<file path="config.mk">
export PLATFORM = sky130hd
export DESIGN_NAME = histo_readout_seq
export DESIGN_NICKNAME = d
export VERILOG_FILES = /design/src/rtl/histo_pkg.sv /design/src/rtl/histo_ch_arbiter.sv /design/src/rtl/histo_readout_seq.sv
export SDC_FILE = /design/constraint.sdc
export NUM_CORES = 1
export LEC_CHECK = 0
export BUFFER_PORTS_ARGS = -buffer_cell sky130_fd_sc_hd__clkbuf_2
export CAP_MARGIN = 10
export CELL_PAD_IN_SITES_DETAIL_PLACEMENT = 1
export CELL_PAD_IN_SITES_GLOBAL_PLACEMENT = 1
export CORE_UTILIZATION = 40
export DETAILED_ROUTE_END_ITERATION = 8
export GPL_TIMING_DRIVEN = 0
export PLACE_DENSITY_LB_ADDON = 0.1
export SETUP_SLACK_MARGIN = 0.5
export SLEW_MARGIN = 10
export SYNTH_ARGS = -nofsm -noshare
export SYNTH_HDL_FRONTEND = slang
export SYNTH_SLANG_ARGS = --single-unit
export TNS_END_PERCENT = 100
</file>
<file path="constraint.sdc">
create_clock -name clk -period 2.5 [get_ports clk]
set_input_delay 0.25 -clock clk [delete_from_list [all_inputs] [get_ports clk]]
set_output_delay 0.25 -clock clk [all_outputs]
set_load 0.005 [all_outputs]
</file>
<file path="src/rtl/histo_pkg.sv">
// Shared definitions for the histogram readout sequencer: FSM encoding and header layout.
package histo_pkg;

    localparam logic [2:0] ST_IDLE = 3'd0;
    localparam logic [2:0] ST_HDR  = 3'd1;
    localparam logic [2:0] ST_RD   = 3'd2;
    localparam logic [2:0] ST_WAIT = 3'd3;
    localparam logic [2:0] ST_PUSH = 3'd4;
    localparam logic [2:0] ST_TRL  = 3'd5;

    typedef logic [2:0] state_t;

    localparam logic [7:0] SYNC_BYTE_DEF = 8'hA5;

    // Header word, MSB first: sync byte, 4-bit channel, sequence number filling the rest.
    localparam int SYNC_W      = 8;
    localparam int CH_FIELD_W  = 4;
    localparam int HDR_FIXED_W = SYNC_W + CH_FIELD_W;

endpackage

</file>
<file path="src/rtl/histo_ch_arbiter.sv">
// Per-channel histo_done edge detect, pending/overrun bookkeeping and
// lowest-index-first channel selection.
module histo_ch_arbiter
    import histo_pkg::*;
#(
    parameter int NUM_CH = 2,
    parameter int CH_W   = 1
) (
    input  logic              clk,
    input  logic              rst_n,
    input  logic [NUM_CH-1:0] histo_done,
    input  logic              take,
    input  logic              active,
    input  logic [CH_W-1:0]   act_ch,
    input  logic              overrun_clr,
    output logic              pending_any,
    output logic [CH_W-1:0]   next_ch,
    output logic [NUM_CH-1:0] overrun
);

    logic [NUM_CH-1:0] done_q;
    logic [NUM_CH-1:0] pending;
    logic [NUM_CH-1:0] rise;
    logic [NUM_CH-1:0] busy_mask;
    logic [NUM_CH-1:0] take_mask;
    logic [NUM_CH-1:0] ovr_set;

    always_comb begin
        rise      = histo_done & ~done_q;
        busy_mask = '0;
        if (active) busy_mask[act_ch] = 1'b1;
        take_mask = '0;
        if (take) take_mask[next_ch] = 1'b1;
        // A second completion before the first was read out is dropped, only flagged.
        ovr_set   = rise & (pending | busy_mask);
        next_ch   = '0;
        for (int i = NUM_CH - 1; i >= 0; i--) begin
            if (pending[i]) next_ch = CH_W'(i);
        end
    end

    assign pending_any = |pending;

    always_ff @(posedge clk or negedge rst_n) begin
        if (!rst_n) begin
            done_q  <= '0;
            pending <= '0;
            overrun <= '0;
        end else begin
            done_q  <= histo_done;
            pending <= (pending & ~take_mask) | (rise & ~ovr_set);
            overrun <= (overrun & ~{NUM_CH{overrun_clr}}) | ovr_set;
        end
    end

endmodule

</file>
<file path="src/rtl/histo_readout_seq.sv">
// Sweeps a finished channel's histogram RAM and frames it as header, bin
// counts and checksum trailer on a valid/ready stream.
//
// state | meaning
// IDLE  | no packet in flight, waiting for a pending channel
// HDR   | presenting the header word
// RD    | one-cycle read strobe for the current bin
// WAIT  | counting down RAM read latency, captures rd_data on terminal count
// PUSH  | presenting the captured bin count
// TRL   | presenting the checksum trailer with out_last
module histo_readout_seq
    import histo_pkg::*;
#(
    parameter int          NUM_CH    = 2,
    parameter int          NUM_BINS  = 1024,
    parameter int          DATA_W    = 24,
    parameter int          RD_LAT    = 1,
    parameter logic [7:0]  SYNC_BYTE = SYNC_BYTE_DEF,
    localparam int         CH_W      = (NUM_CH > 1) ? $clog2(NUM_CH) : 1,
    localparam int         BIN_W     = $clog2(NUM_BINS)
) (
    input  logic              clk,
    input  logic              rst_n,
    input  logic [NUM_CH-1:0] histo_done,
    output logic              rd_en,
    output logic [CH_W-1:0]   rd_ch,
    output logic [BIN_W-1:0]  rd_bin,
    input  logic [DATA_W-1:0] rd_data,
    output logic              out_valid,
    input  logic              out_ready,
    output logic [DATA_W-1:0] out_data,
    output logic              out_last,
    output logic [NUM_CH-1:0] clear_req,
    output logic [NUM_CH-1:0] overrun,
    input  logic              overrun_clr,
    output logic              busy
);

    localparam int         SEQ_W    = DATA_W - HDR_FIXED_W;
    localparam logic [1:0] LAT_LOAD = 2'(RD_LAT - 1);

    state_t                  state;
    logic [CH_W-1:0]         act_ch;
    logic [BIN_W-1:0]        bin;
    logic [1:0]              lat_cnt;
    logic [DATA_W-1:0]       word;
    logic [DATA_W-1:0]       csum;
    logic [SEQ_W-1:0]        seq;
    logic                    pending_any;
    logic [CH_W-1:0]         next_ch;
    logic                    take;
    logic [CH_FIELD_W-1:0]   ch_field;

    assign take = (state == ST_IDLE) && pending_any;
    assign busy = (state != ST_IDLE);

    histo_ch_arbiter #(
        .NUM_CH (NUM_CH),
        .CH_W   (CH_W)
    ) u_arb (
        .clk         (clk),
        .rst_n       (rst_n),
        .histo_done  (histo_done),
        .take        (take),
        .active      (busy),
        .act_ch      (act_ch),
        .overrun_clr (overrun_clr),
        .pending_any (pending_any),
        .next_ch     (next_ch),
        .overrun     (overrun)
    );

    always_ff @(posedge clk or negedge rst_n) begin
        if (!rst_n) begin
            state     <= ST_IDLE;
            act_ch    <= '0;
            bin       <= '0;
            lat_cnt   <= '0;
            word      <= '0;
            csum      <= '0;
            seq       <= '0;
            clear_req <= '0;
        end else begin
            clear_req <= '0;
            case (state)
                ST_IDLE: if (pending_any) begin
                    act_ch <= next_ch;
                    state  <= ST_HDR;
                end
                ST_HDR: if (out_ready) begin
                    bin   <= '0;
                    csum  <= '0;
                    state <= ST_RD;
                end
                ST_RD: begin
                    lat_cnt <= LAT_LOAD;
                    state   <= ST_WAIT;
                end
                ST_WAIT: begin
                    if (lat_cnt == 2'd0) begin
                        word  <= rd_data;
                        state <= ST_PUSH;
                    end else begin
                        lat_cnt <= lat_cnt - 1'b1;
                    end
                end
                ST_PUSH: if (out_ready) begin
                    csum <= csum + word;
                    if (bin == BIN_W'(NUM_BINS - 1)) begin
                        state <= ST_TRL;
                    end else begin
                        bin   <= bin + 1'b1;
                        state <= ST_RD;
                    end
                end
                ST_TRL: if (out_ready) begin
                    clear_req[act_ch] <= 1'b1;
                    seq               <= seq + 1'b1;
                    state             <= ST_IDLE;
                end
                default: state <= ST_IDLE;
            endcase
        end
    end

    always_comb begin
        ch_field              = '0;
        ch_field[CH_W-1:0]    = act_ch;
    end

    // Output word comes only from registers, so it cannot move while stalled.
    always_comb begin
        out_data = '0;
        case (state)
            ST_HDR:  out_data = {SYNC_BYTE, ch_field, seq};
            ST_PUSH: out_data = word;
            ST_TRL:  out_data = csum;
            default: out_data = '0;
        endcase
    end

    assign out_valid = (state == ST_HDR) || (state == ST_PUSH) || (state == ST_TRL);
    assign out_last  = (state == ST_TRL);
    assign rd_en     = (state == ST_RD);
    assign rd_ch     = act_ch;
    assign rd_bin    = bin;

endmodule
</file>
# Word level (Yosys, flattened, before mapping)
# Index checks and enable logic that the tools add are counted.
[word_totals]
elab_cells = 89
output_inout_bits = 43
inputBits = 30
reg_bits = 84
[classes]
add_sub_neg = 4
order_cmp = 4
eq_ne = 13
mux = 27
bitwise_logic = 12
n_reduce_logical = 18
[op_table]
columns = ["cell", "count"]
rows = [
  ["$pmux W24 S3", 1],
  ["$mux W24", 2],
  ["$pmux W24 S2", 1],
  ["$mux W10", 3],
  ["$add A24 B24 Y24", 1],
  ["$pmux W10 S2", 1],
  ["$mux W3", 6],
  ["$pmux W3 S6", 1],
  ["$ne A2 B2 Y1 const B", 7],
  ["$add A12 B1 Y12 const B", 1],
  ["$add A10 B1 Y10 const B", 1],
  ["$and A2 B2 Y2", 5],
  ["$eq A10 B10 Y1 const B", 1],
  ["$mux W2", 5],
  ["$not A2 Y2", 4],
  ["$reduce_and A2 Y1", 4],
  ["$eq A3 B2 Y1 const B", 2],
  ["$eq A3 B3 Y1 const B", 2],
  ["$or A2 B2 Y2", 3],
  ["$reduce_and A5 Y1", 1],
  ["$lt A1 B2 Y1 const B", 2],
  ["$mux W1", 4],
  ["$pmux W2 S2", 1],
  ["$reduce_and A4 Y1", 1],
  ["other kinds (12)", 18],
]

# Depth between registers and ports, before layout
# Gate-level depths: netlist (run 1).
[logic_depth]
word_depth = 10
ltp_mapped = 8
depth_no_buf = 8

# Modules after synthesis
# Synthesis (run 1) repeated with hierarchy kept, for this count alone.
[hier_totals]
hier_cells = 513
area_unflattened_um2 = 5033.6
[by_module_without_submodules]
columns = ["module", "cells_each", "seq_area_each_um2", "area_each_um2", "n_inst"]
rows = [
  ["histo_readout_seq", 490, 1951.9, 4787.1, 1],
  ["histo_ch_arbiter", 23, 150.1, 246.5, 1],
]

# Least setup slack after synthesis (run 1)
# Ideal clock, no wire load.
[synth_path]
path_type = "reg2reg"
from = "reg word[0]"
to = "reg csum[20]"
setup_ps = 122
required_ps = 2378
period_less_slack_ps = 2364
path_buffers = 0
path_stages_with_launch = 9
arrival_ps = 2243
setup_slack_ps = 136
path_cell_list = "dfrtp_1 -> ha_1 -> fa_1 -> a21oi_1 -> o2bb2ai_1 -> o21ai_2 -> nand2_1 -> or4_1 -> a32o_1"
[synth_via]
elab_chain_cells = 3
[synth_lines]
columns = ["item", "line_no", "rtl"]
rows = [
  ["start: declaration", "histo_readout_seq.sv:46", "logic [DATA_W-1:0] word;"],
  ["start signal: assignment", "histo_readout_seq.sv:101", "word <= rd_data;"],
  ["$add A24 B24 Y24", "histo_readout_seq.sv:108", "csum <= csum + word;"],
  ["$mux W24", "histo_readout_seq.sv:107", "ST_PUSH: if (out_ready) begin"],
  ["$pmux W24 S2", "histo_readout_seq.sv:85", "case (state)"],
  ["end signal: assignment", "histo_readout_seq.sv:108", ""],
  ["end: declaration", "histo_readout_seq.sv:47", "logic [DATA_W-1:0] csum;"],
]
# Every way passes these cells. The select of a mux whose other input is x is not followed.
# A chain may end at the register's enable or synchronous reset.

# Worst setup path in the final report (run 1)
[layout_path]
from = "reg word[1]"
to = "reg csum[4]"
# Same word-level chain as after synthesis.

==> parameters.txt, run 1 <==
Parameter                              Value

Setup path
  Cell family contributing the most delay on the critical path    buffers and inverters
  Largest fanout on the critical path    3
  Internal reg-to-reg setup slack    0.05 ns
  Start of the worst register-to-register path    word[1]
  Crit path buffers/inverters    8
  Startpoint type of the worst setup path    flop
  Critical Path Most Common Cell    buf_4
  CP Class    reg -> reg
  Worst R2R End    csum[4]
  Count of cells along the worst register-to-register path    14
  Crit path max-delay cell type    dfrtp_2
  Category of the worst setup path capture point    flop
  Data required, critical path    2.73 ns
  Biggest cell delay along the critical path    0.45 ns
  Cell breakdown of the critical path    buf_6, fa_2, a21oi_4, buf_4, buf_4, buf_4, buf_4, buf_4, buf_4, buf_4, nor2b_1, nor2_1, xor2_1, o22ai_1
  Arrival time at the worst endpoint    2.68 ns

Drt
  Count of vias placed by the detailed router    4929
  Via-to-Cell Ratio    5.57
  Met3 wire length    610 um
  Top routing layer in use    met4
  Antenna Violating Nets Remaining    0
  WL/cell    19.3 um
  Number of detailed-routing iterations run before antenna repair    4
  Wire length on met2    8400 um
  M1 WL    7710 um
  DRC violations left    0
  Initial DRC Count    248
  Total detailed-routing wirelength    17100 um

STA
  Period minus WS final    2.45 ns
  Period utilization    98.1%
  Final number of max-transition violations    0
  Maximum operating frequency    0.408 GHz
  Worst rel slew slack    60.3%
  Sum of negative setup slack    0 ns
  Hold violation count in the final report    0
  Actual transition at the worst max-transition pin    0.595 ns
  Count of final setup violators    0
  Worst clock skew    0.0115 ns
  Setup repair after global routing missed its margin    true

Synthesis
  Count of distinct cell types in the synthesized netlist    59
  Portion of the post-synthesis area used by sequential elements    39.5%
  Net count after synthesis    643
  Netlist area before placement    0.00532 mm^2
  Leading register cell type out of synthesis    dfrtp_1
  Async set or reset register ratio after synthesis    100%
  Number of warnings issued by yosys    0
  Number of flops mapped to enable cells by yosys    0
  Number of storage elements in the synthesis netlist    84
  Cell count after synthesis    586
  Average footprint of a synthesized cell    9.08 um^2

Floorplanning
  Die Footprint    0.0138 mm^2
  Vert. Die Dim    117 um
  Floorplan row count    41
  Core region area    0.0128 mm^2
  Width of the chip    117 um
  I/O pin count    73
  Starting density of the core    41.6%

Clock network
  Bufs on Longest Clock Path    2
  Buffer type at the clock tree root    clkbuf_16
  Clock tree from TritonCTS    yes
  Clock buffers created by TritonCTS    9
  Clk Latency, worst-skew pair    0.36 ns
  Maximum level of the CTS H-tree    3
  # clock sinks    84
  Clock transition time at the flip-flop clock pins of the worst setup and hold paths    0.07 ns

Layout
  Most common library cell in the layout ignoring fill and taps    clkbuf_2
  Final Util    55.0%
  Number of fill cells in the layout    1454
  Finished Cell Area    0.00702 mm^2
  NumNets Final    765
  Fraction of layout instances using a drive strength above 1    33.1%
  Area of combinational cells with multiple inputs    0.00335 mm^2
  Area growth, synth to finish    32.0%
  FF/Latch Area    0.00211 mm^2
  Antenna cells    0
  Most frequent cells in the layout    clkbuf_2, dfrtp_1, nor2_1, nand2_1, a21oi_1

Job
  Total of max-cap violations    0

Hold path
  Startpoint of the most critical hold path    histo_done[0]
  Min-Delay Path Class    in -> reg
  Worst-case hold path end point    u_arb.done_q[0]
  Cell count of the worst hold path    1

Outcome
  Run status    finished, final reports clean

Power
  Max rail drop VDD    0.826 mV
  Pwr Density    1190 mW/mm^2
  Leakage dissipation    3.21 nW

Global routing
  Overall track demand over capacity in global routing    25.2%
  Pin count of the biggest net entering global routing    47
  Number of antenna violations at the first check in global routing    0
  Gr ovfl total    0
  Number of global-route vias before repair    5061
  First-pass GRT wire length    27200 um

Placement
  Post-DP HPWL    11300 um
  Weighted congestion reported at the end of routability-driven placement    0.898
  IO buf count    72
  Placed cell area    0.00595 mm^2
[cell usage after synthesis, drive strengths merged (2+ instances only)]
| cell type | count | area (um^2) |
|---|---|---|
| dfrtp | 84 | 2100 |
| nor2 | 67 | 251 |
| nand2 | 49 | 184 |
| a21oi | 47 | 235 |
| o21ai | 41 | 213 |
| ha | 26 | 325 |
| mux2 | 24 | 270 |
| mux2i | 23 | 230 |
| clkbuf | 22 | 82.6 |
| nand3 | 21 | 105 |
| nor3 | 18 | 95.1 |
| xnor2 | 15 | 131 |
| inv | 14 | 52.6 |
| xor2 | 14 | 123 |
| buf | 12 | 65.1 |
| a21o | 9 | 68.8 |
| nor2b | 9 | 56.3 |
| nand4 | 8 | 50.1 |
| o211ai | 8 | 65.1 |
| and3 | 6 | 37.5 |
| nor3b | 6 | 45.0 |
| o22ai | 6 | 37.5 |
| nand2b | 5 | 31.3 |
| a31oi | 4 | 25.0 |
| a32o | 4 | 40.0 |
| o21a | 4 | 30.0 |
| o31ai | 4 | 35.0 |
| a211o | 3 | 26.3 |
| a211oi | 3 | 35.0 |
| a311oi | 3 | 32.5 |
| or3 | 3 | 18.8 |
| and2 | 2 | 12.5 |
| and4 | 2 | 17.5 |
| nand3b | 2 | 15.0 |
| o2111a | 2 | 22.5 |
| o31a | 2 | 17.5 |
| or4 | 2 | 15.0 |
[worst max path at each step]
stage | startpoint | endpoint | slack (ns) | cells past startpoint
final | word[1] | csum[4] | 0.05 | 14
after floorplan | csum[0] | csum[20] | 0.26 | 8
after detailed placement | state[0] | csum[17] | -0.06 | 7
after global placement | csum[0] | csum[20] | 0.04 | 8
after CTS | csum[1] | csum[17] | 0.13 | 8
after global routing | word[0] | csum[4] | -0.04 | 14
[flip-flops by register name, summed over array words and instances, names as in the netlist]
| signal | flops |
|---|---|
| csum | 24 |
| word | 24 |
| seq | 12 |
| rd_bin | 10 |
| state | 3 |
| clear_req | 2 |
| lat_cnt | 2 |
| u_arb.done_q | 2 |
| u_arb.overrun | 2 |
| u_arb.pending | 2 |
| rd_ch | 1 |
[power breakdown]
part	switching (mW)	total, mW	internal (mW)
Combinational	2.54	4.59	2.05
Clock	0.592	1.60	1.00
Sequential	0.440	2.21	1.77
[per-stage QoR]
stage | instances | hold WS, ns | power (mW) | setup WS (ns)
finish | 885 | 0.0191 | 8.39 | 0.0475
global route | 885 | 0.0101 | 8.93 | -0.0388
CTS | 872 | 0.0138 | 7.91 | 0.125
detailed placement | 831 | 0.316 | 5.77 | -0.0610
global placement | 830 | 0.372 | 5.63 | 0.0424
floorplan | 586 | -0.0456 | 4.66 | 0.258
[layout make-up]
class                           instances  share of cell area, %
Buffer                                 34                   3.46
Multi-Input combinational cell        454                   47.7
Sequential cell                        84                   30.0
Clock buffer                           10                   3.40
Tap cell                              172                   3.06
Clock inverter                          6                   1.59
Timing Repair Buffer                  111                   9.99
Inverter                               14                  0.802
[timing repair]
action,CTS,global route
hold endpoints to repair,38,0
setup buffers,24,13
hold buffers,1,0
endpoints found under the setup margin,76,56
pin swaps,27,14
gates resized for setup,67,52
[metal layers]
layer | GRT usage, % | vias to the layer above
li1 | - | 2357
met1 | 32.6 | 2446
met3 | 4.18 | 28
met5 | 0 | -
met4 | 8.44 | 0
met2 | 42.6 | 98
[kinds of logic after synthesis]
kind of cell / synth area share (%)
xor gates and xnor gates: 4.77
and+or+nand+nor: 17.9
DFF: 39.5
buffers and inverters: 3.76
AOI/OAI and AO/OA: 18.1
adders and majority gates: 6.49
muxes: 9.41
(Power assumes the default switching activity.)
==> inputs of run 2 (changes only) <==
- CORE_ASPECT_RATIO: unset -> 0.75
- CORE_UTILIZATION: 40 -> 41
- CTS_BUF_LIST: unset -> sky130_fd_sc_hd__clkbuf_2
==> run 2 against run 1 <==
Die area fell by 2.4%. Largest cell class unchanged. Final cell count rose by 8.0%. Non-clock buffer count rose by 77. Clock skew rose by 0.021 ns. Sequential cell count did not move. Sequential share of layout area fell by 3.6 points. Register-to-register slack got worse by 0.04 ns. Worst setup slack got worse by 0.038 ns. Sequential power barely moved. Highest routed layer unchanged.
==> parameters.txt, run 2 (synthesized netlist as in run 1, its figures left out) <==
Parameter                              Value

Outcome
  Run status    finished, final reports clean (unchanged)

Floorplanning
  Width of the chip    134 um (was 117 um)
  Die Footprint    0.0134 mm^2 (was 0.0138 mm^2)
  Vert. Die Dim    101 um (was 117 um)
  Floorplan row count    35 (was 41)
  I/O pin count    73 (unchanged)
  Starting density of the core    42.6% (was 41.6%)
  Core region area    0.0125 mm^2 (was 0.0128 mm^2)

STA
  Period utilization    99.6% (was 98.1%)
  Hold Slack    0.0869 ns (was 0.0191 ns)
  Post-route worst setup slack    0.00937 ns (was 0.0475 ns)
  Final number of max-transition violations    0 (unchanged)
  Actual transition at the worst max-transition pin    0.568 ns (was 0.595 ns)
  Maximum operating frequency    0.402 GHz (was 0.408 GHz)
  Hold violation count in the final report    0 (unchanged)
  Count of final setup violators    0 (unchanged)
  Period minus WS final    2.49 ns (was 2.45 ns)
  Worst clock skew    0.0329 ns (was 0.0115 ns)
  Setup repair after global routing missed its margin    true (unchanged)
  Worst rel slew slack    61.7% (was 60.3%)

Clock network
  Clock buffers created by TritonCTS    9 (unchanged)
  Maximum level of the CTS H-tree    3 (unchanged)
  Buffer type at the clock tree root    clkbuf_2 (was clkbuf_16)
  Clock transition time at the flip-flop clock pins of the worst setup and hold paths    0.28 ns (was 0.07 ns)
  Clock tree from TritonCTS    yes (unchanged)
  Clk Latency, worst-skew pair    0.61 ns (was 0.36 ns)
  # clock sinks    84 (unchanged)
  Bufs on Longest Clock Path    2 (unchanged)

Drt
  DRC violations left    0 (unchanged)
  Count of vias placed by the detailed router    5650 (was 4929)
  Total detailed-routing wirelength    21600 um (was 17100 um)
  Initial DRC Count    349 (was 248)
  Antenna Violating Nets Remaining    0 (unchanged)
  Via-to-Cell Ratio    5.91 (was 5.57)
  Number of detailed-routing iterations run before antenna repair    5 (was 4)
  WL/cell    22.6 um (was 19.3 um)

Setup path
  Crit path max-delay cell type    or4_1 (was dfrtp_2)
  Biggest cell delay along the critical path    0.55 ns (was 0.45 ns)
  Start of the worst register-to-register path    word[0] (was word[1])
  Largest fanout on the critical path    4 (was 3)
  Cell family contributing the most delay on the critical path    simple AND/OR/NAND/NOR gates (was buffers and inverters)
  Cell breakdown of the critical path    ha_4, fa_2, a21oi_4, o2bb2ai_4, o21ai_4, nand3_2, or4_1, nand3_1 (was buf_6, fa_2, a21oi_4, buf_4, buf_4, buf_4, buf_4, buf_4, buf_4, buf_4, nor2b_1, nor2_1, xor2_1, o22ai_1)
  Arrival time at the worst endpoint    3.06 ns (was 2.68 ns)
  First element of the critical path    word[0] (was word[1])
  Category of the worst setup path capture point    flop (unchanged)
  Startpoint type of the worst setup path    flop (unchanged)
  Crit path buffers/inverters    0 (was 8)
  CP Class    reg -> reg (unchanged)
  Data required, critical path    3.07 ns (was 2.73 ns)

Layout
  Largest registers    csum (24), word (24), seq (12) (unchanged)
  Fraction of layout instances using a drive strength above 1    43.2% (was 33.1%)
  Final Util    63.9% (was 55.0%)
  Post-layout instance count excluding filler cells    956 (was 885)
  Most frequent cells in the layout    dfrtp_1, clkbuf_2, buf_4, nor2_1, nand2_1 (was clkbuf_2, dfrtp_1, nor2_1, nand2_1, a21oi_1)
  Antenna cells    0 (unchanged)
  Area growth, synth to finish    49.9% (was 32.0%)
  Most common library cell in the layout ignoring fill and taps    dfrtp_1 (was clkbuf_2)
  Number of fill cells in the layout    1404 (was 1454)
  Area of combinational cells with multiple inputs    0.00373 mm^2 (was 0.00335 mm^2)
  FF/Latch Area    0.00210 mm^2 (was 0.00211 mm^2)
  NumNets Final    842 (was 765)

Placement
  Placed cells    825 (was 831)
  IO buf count    72 (unchanged)
  Post-DP HPWL    12200 um (was 11300 um)
  Weighted congestion reported at the end of routability-driven placement    0.865 (was 0.898)
  Pre-CTS setup slack    0.00691 ns (was -0.0610 ns)

Global routing
  Overall track demand over capacity in global routing    30.2% (was 25.2%)
  Number of global-route vias before repair    5659 (was 5061)
  Gr ovfl total    0 (unchanged)
  Pin count of the biggest net entering global routing    58 (was 47)
  First-pass GRT wire length    31200 um (was 27200 um)
  Number of antenna violations at the first check in global routing    0 (unchanged)

Job
  Total of max-cap violations    0 (unchanged)

Hold path
  Min-Delay Path Class    in -> async (was in -> reg)

Power
  Leakage dissipation    3.65 nW (was 3.21 nW)
  Pwr Density    1140 mW/mm^2 (was 1190 mW/mm^2)
  Max rail drop VDD    0.785 mV (was 0.826 mV)
run 2: changes by cell type in the layout (fill, tap and decap cells not counted), sizes merged:
cell,delta
inv,+2
bufinv,-1
buf,+61
clkbuf,-13
dlygate4sd3,+28
run 2: power by group:
part | total, mW | switching (mW) | internal [mW]
Sequential | 2.23 | 0.478 | 1.75
Combinational | 5.97 | 3.23 | 2.74
Clock | 0.907 | 0.569 | 0.338
run 2: worst paths after layout:
path | endpoint | slack, ns | depth (start not counted)
setup / recovery | csum[22] | 0.009 | 8
hold / removal | rd_bin[6] | 0.09 | 2
setup reg to reg | csum[22] | 0.009 | 8
hold reg to reg | u_arb.overrun[1] | 0.51 | 1
max in group asynchronous | word[1] | 1.71 | 3
min in group clk | u_arb.done_q[1] | 0.29 | 2
run 2: layout make-up:
class / instances / area share [%]
Clock buffer: 9 / 0.565
Buffer: 34 / 3.98
Clock inverter: 7 / 1.24
Inverter: 14 / 0.706
Multi-Input combinational cell: 454 / 46.8
Tap cell: 166 / 2.60
Timing Repair Buffer: 188 / 17.7
Sequential cell: 84 / 26.4
run 2: per-layer routing:
| metal | vias up | part of all wire (%) | global-route usage [%] |
|---|---|---|---|
| li1 | 2513 | - | - |
| met1 | 2866 | 43 | 39.7 |
| met2 | 224 | 49 | 51.8 |
| met3 | 47 | 5.4 | 4.52 |
| met4 | 0 | 2.5 | 8.92 |
| met5 | - | 0 | 0 |
run 2: repair_timing:
item / in CTS / in global routing
hold buffers: 29 / 0
buffers inserted: 60 / 23
cloned: 2 / 1
resized for setup: 140 / 104
setup endpoints to repair: 88 / 83
hold endpoints to repair: 105 / 0
pin swaps: 45 / 45
run 2: stage by stage:
stage,area (um^2),total power [mW],TNS (ns)
floorplan,5340,4.66,0
global placement,5910,5.64,0
detailed placement,5940,5.82,0
CTS,7420,8.05,0
global route,7980,9.57,-0.0713
finish,7980,9.11,0
==> inputs of run 3 (changes only) <==
- ABC_AREA: unset -> 1
- CORE_UTILIZATION: 41 -> 40
==> run 3 against run 2 <==
The run now ends with design-rule violations left. Global-route usage down 3.6 points. Fmax increased by 9.5%. Die area is 7.7% higher. Critical endpoint is now out_data[10]. Critical path depth stayed put. Largest power group unchanged.
==> parameters.txt, run 3 <==
Parameter                              Value

Drt
  Count of vias placed by the detailed router    5591 (was 5650)
  Via-to-Cell Ratio    5.14 (was 5.91)
  Number of detailed-routing iterations run before antenna repair    6 (was 5)
  Total detailed-routing wirelength    18800 um (was 21600 um)
  Initial DRC Count    258 (was 349)
  Antenna Violating Nets Remaining    0 (unchanged)
  DRC violations left    7 (was 0)
  WL/cell    17.3 um (was 22.6 um)

Synthesis
  Netlist area before placement    0.00560 mm^2 (was 0.00532 mm^2)
  Net count after synthesis    820 (was 643)
  Largest cells by area after synthesis    dfrtp_1, nand2_1, inv_1 (was dfrtp_1, ha_1, mux2_2)
  Post-synth top area cell    dfrtp_1 (unchanged)
  Async set or reset register ratio after synthesis    100% (unchanged)
  Most numerous cell in the Yosys netlist    nand2_1 (was dfrtp_1)
  Number of flops mapped to enable cells by yosys    0 (unchanged)
  Number of warnings issued by yosys    0 (unchanged)
  Average footprint of a synthesized cell    7.33 um^2 (was 9.08 um^2)
  Area share of the leading cell type in the synthesized netlist    37.6% (was 39.5%)
  Portion of the post-synthesis area used by sequential elements    37.6% (was 39.5%)
  Leading register cell type out of synthesis    dfrtp_1 (unchanged)
  Commonest cells post-synth    nand2_1, inv_1, dfrtp_1 (was dfrtp_1, nor2_1, nand2_1)
  Number of storage elements in the synthesis netlist    84 (unchanged)
  Cell count after synthesis    763 (was 586)
  Count of distinct cell types in the synthesized netlist    38 (was 59)

STA
  Period minus WS final    2.28 ns (was 2.49 ns)
  Worst rel slew slack    62.2% (was 61.7%)
  Hold violation count in the final report    0 (unchanged)
  Sum of negative setup slack    0 ns (unchanged)
  Worst clock skew    0.0337 ns (was 0.0329 ns)
  Setup repair after global routing missed its margin    true (unchanged)
  Final number of max-transition violations    0 (unchanged)
  Period utilization    91.0% (was 99.6%)
  Maximum operating frequency    0.439 GHz (was 0.402 GHz)
  Actual transition at the worst max-transition pin    0.566 ns (was 0.568 ns)
  Count of final setup violators    0 (unchanged)

Setup path
  Data required, critical path    2.25 ns (was 3.07 ns)
  Critical Path Most Common Cell    nor2_4
  Crit path max-delay cell type    dfrtp_1 (was or4_1)
  CP Class    reg -> out (was reg -> reg)
  Category of the worst setup path capture point    primary output (was flop)
  Largest fanout on the critical path    5 (was 4)
  Arrival time at the worst endpoint    2.03 ns (was 3.06 ns)
  Start of the worst register-to-register path    csum[0] (was word[0])
  Cell family contributing the most delay on the critical path    flip-flops (was simple AND/OR/NAND/NOR gates)
  Internal reg-to-reg setup slack    0.55 ns (was 0.009 ns)
  Worst R2R End    csum[16] (was csum[22])
  Cell breakdown of the critical path    nor2_4, inv_2, nor2_4, buf_6, buf_8, nand2_1, o211ai_1, buf_2 (was ha_4, fa_2, a21oi_4, o2bb2ai_4, o21ai_4, nand3_2, or4_1, nand3_1)
  Startpoint type of the worst setup path    flop (unchanged)
  Biggest cell delay along the critical path    0.48 ns (was 0.55 ns)
  Crit path buffers/inverters    4 (was 0)
  Count of cells along the worst register-to-register path    11 (was 8)

Layout
  Largest registers    csum (24), word (24), seq (12) (unchanged)
  Fraction of layout instances using a drive strength above 1    24.2% (was 43.2%)
  Area growth, synth to finish    29.6% (was 49.9%)
  Antenna cells    0 (unchanged)
  Most common library cell in the layout ignoring fill and taps    nand2_1 (was dfrtp_1)
  Finished Cell Area    0.00725 mm^2 (was 0.00798 mm^2)
  NumNets Final    965 (was 842)
  Most frequent cells in the layout    nand2_1, inv_1, dfrtp_1, clkbuf_2, nand3_1 (was dfrtp_1, clkbuf_2, buf_4, nor2_1, nand2_1)

Global routing
  Pin count of the biggest net entering global routing    51 (was 58)
  Number of antenna violations at the first check in global routing    0 (unchanged)
  Gr ovfl total    0 (unchanged)
  Overall track demand over capacity in global routing    26.6% (was 30.2%)
  Number of global-route vias before repair    5734 (was 5659)
  First-pass GRT wire length    29600 um (was 31200 um)

Power
  Net switching power    3.93 mW (was 4.28 mW)
  Clock power frac    8.3% (was 10.0%)
  Max rail drop VDD    0.543 mV (was 0.785 mV)
  Combinational group share of total power    62.5% (was 65.6%)
  Pwr Density    1070 mW/mm^2 (was 1140 mW/mm^2)
  Internal power contribution    3.82 mW (was 4.83 mW)
  Register share of total power    29.2% (was 24.5%)
  Leakage dissipation    3.80 nW (was 3.65 nW)
  Switch share    50.7% (was 46.9%)

Clock network
  Clock transition time at the flip-flop clock pins of the worst setup and hold paths    0.25 ns (was 0.28 ns)
  Clock buffers created by TritonCTS    9 (unchanged)
  Clk Latency, worst-skew pair    0.63 ns (was 0.61 ns)
  Buffer type at the clock tree root    clkbuf_2 (unchanged)
  Maximum level of the CTS H-tree    3 (unchanged)
  # clock sinks    84 (unchanged)
  Bufs on Longest Clock Path    2 (unchanged)
  Clock tree from TritonCTS    yes (unchanged)

Placement
  Placed cell area    0.00620 mm^2 (was 0.00594 mm^2)
  Post-DP HPWL    13700 um (was 12200 um)
  IO buf count    72 (unchanged)
  Weighted congestion reported at the end of routability-driven placement    0.896 (was 0.865)

Hold path
  Min-Delay Path Class    in -> async (unchanged)

Floorplanning
  Core region area    0.0137 mm^2 (was 0.0125 mm^2)
  I/O pin count    73 (unchanged)
  Floorplan row count    37 (was 35)
  Width of the chip    139 um (was 134 um)
  Die Footprint    0.0145 mm^2 (was 0.0134 mm^2)
  Starting density of the core    40.8% (was 42.6%)
  Vert. Die Dim    104 um (was 101 um)

Outcome
  Violations in the final reports    design-rule violations
  Run status    finished, violations left (was finished, final reports clean)

Job
  Total of max-cap violations    0 (unchanged)
## run 3: worst max path at each step
stage / from / endpoint / slack (ns) / cells past startpoint
final: state[0] / out_data[10] / 0.22 / 8
after global routing: state[0] / out_data[1] / 0.11 / 8
after CTS: state[0] / out_data[11] / 0.18 / 7
after detailed placement: state[0] / out_data[2] / 0.12 / 7
after global placement: rst_n / word[18] / 0.17 / 1
after floorplan: word[0] / csum[12] / 0.69 / 11
## run 3: per-stage QoR
step                worst slack [ns]  util [%]  power (mW)  instances  hold slack (ns)
finish                         0.225      52.9        7.75       1087            0.142
global route                   0.112      52.9        8.42       1087            0.129
CTS                            0.182      50.3        7.24       1073            0.116
detailed placement             0.118      45.3        6.24       1011            0.297
global placement               0.170      45.1        6.07       1010            0.388
floorplan                      0.693         -        4.94        763          -0.0456
## run 3: metal layers
layer | vias to the layer above | track usage, % | routed length, um
met5 | - | 0 | 0
met4 | 0 | 7.46 | 322
met3 | 21 | 4.97 | 944
met2 | 110 | 42.5 | 8540
met1 | 2723 | 36.7 | 8990
li1 | 2737 | - | -
## run 3: cell type report
cell class | count | area, um^2
fillers | 1744 | 6450
multi-input cells | 536 | 3210
flip-flops and latches | 84 | 2100
repair buffers | 134 | 1020
inverters | 130 | 495
well taps | 175 | 219
plain buffers | 13 | 121
clock buffers | 10 | 50.0
clock inverters | 5 | 30.0
## run 3: worst reg2reg max path, stage by stage, from the launching register on
cell,delay [ns]
dfrtp_1,0.46
ha_4,0.19
fa_2,0.37
nand2_1,0.07
nand2_1,0.08
and2_4,0.17
nand2_1,0.07
nand2_2,0.11
nand2_2,0.11
nand3b_1,0.08
nand3_1,0.09
nand2_1,0.06
## run 3: power groups by stage
stage,sequential (mW),clock [mW],combinational (mW)
final,2.27,0.640,4.85
after global placement,2.22,0,3.85
after global routing,2.32,0.716,5.38
after CTS,2.23,0.665,4.35
after floorplan,2.13,0,2.81
after detailed placement,2.25,0,3.99
## run 3: logic make-up after synthesis
kind of cell / share of synthesized area (%)
XOR/XNOR: 2.35
AND/OR/NAND/NOR: 29.0
multiplexers: 5.23
AO/OA/AOI/OAI: 9.88
adder cells (fa/ha/maj): 6.17
flip-flops: 37.6
buffers and inverters: 9.82
## run 3: what timing repair did
action,4_1_cts,5_1_grt
endpoints found under the setup margin,73,64
resized for setup,44,76
pin swaps,5,11
buffers inserted,17,13
hold endpoints to repair,66,0
gates cloned,1,1
hold buffers,29,0
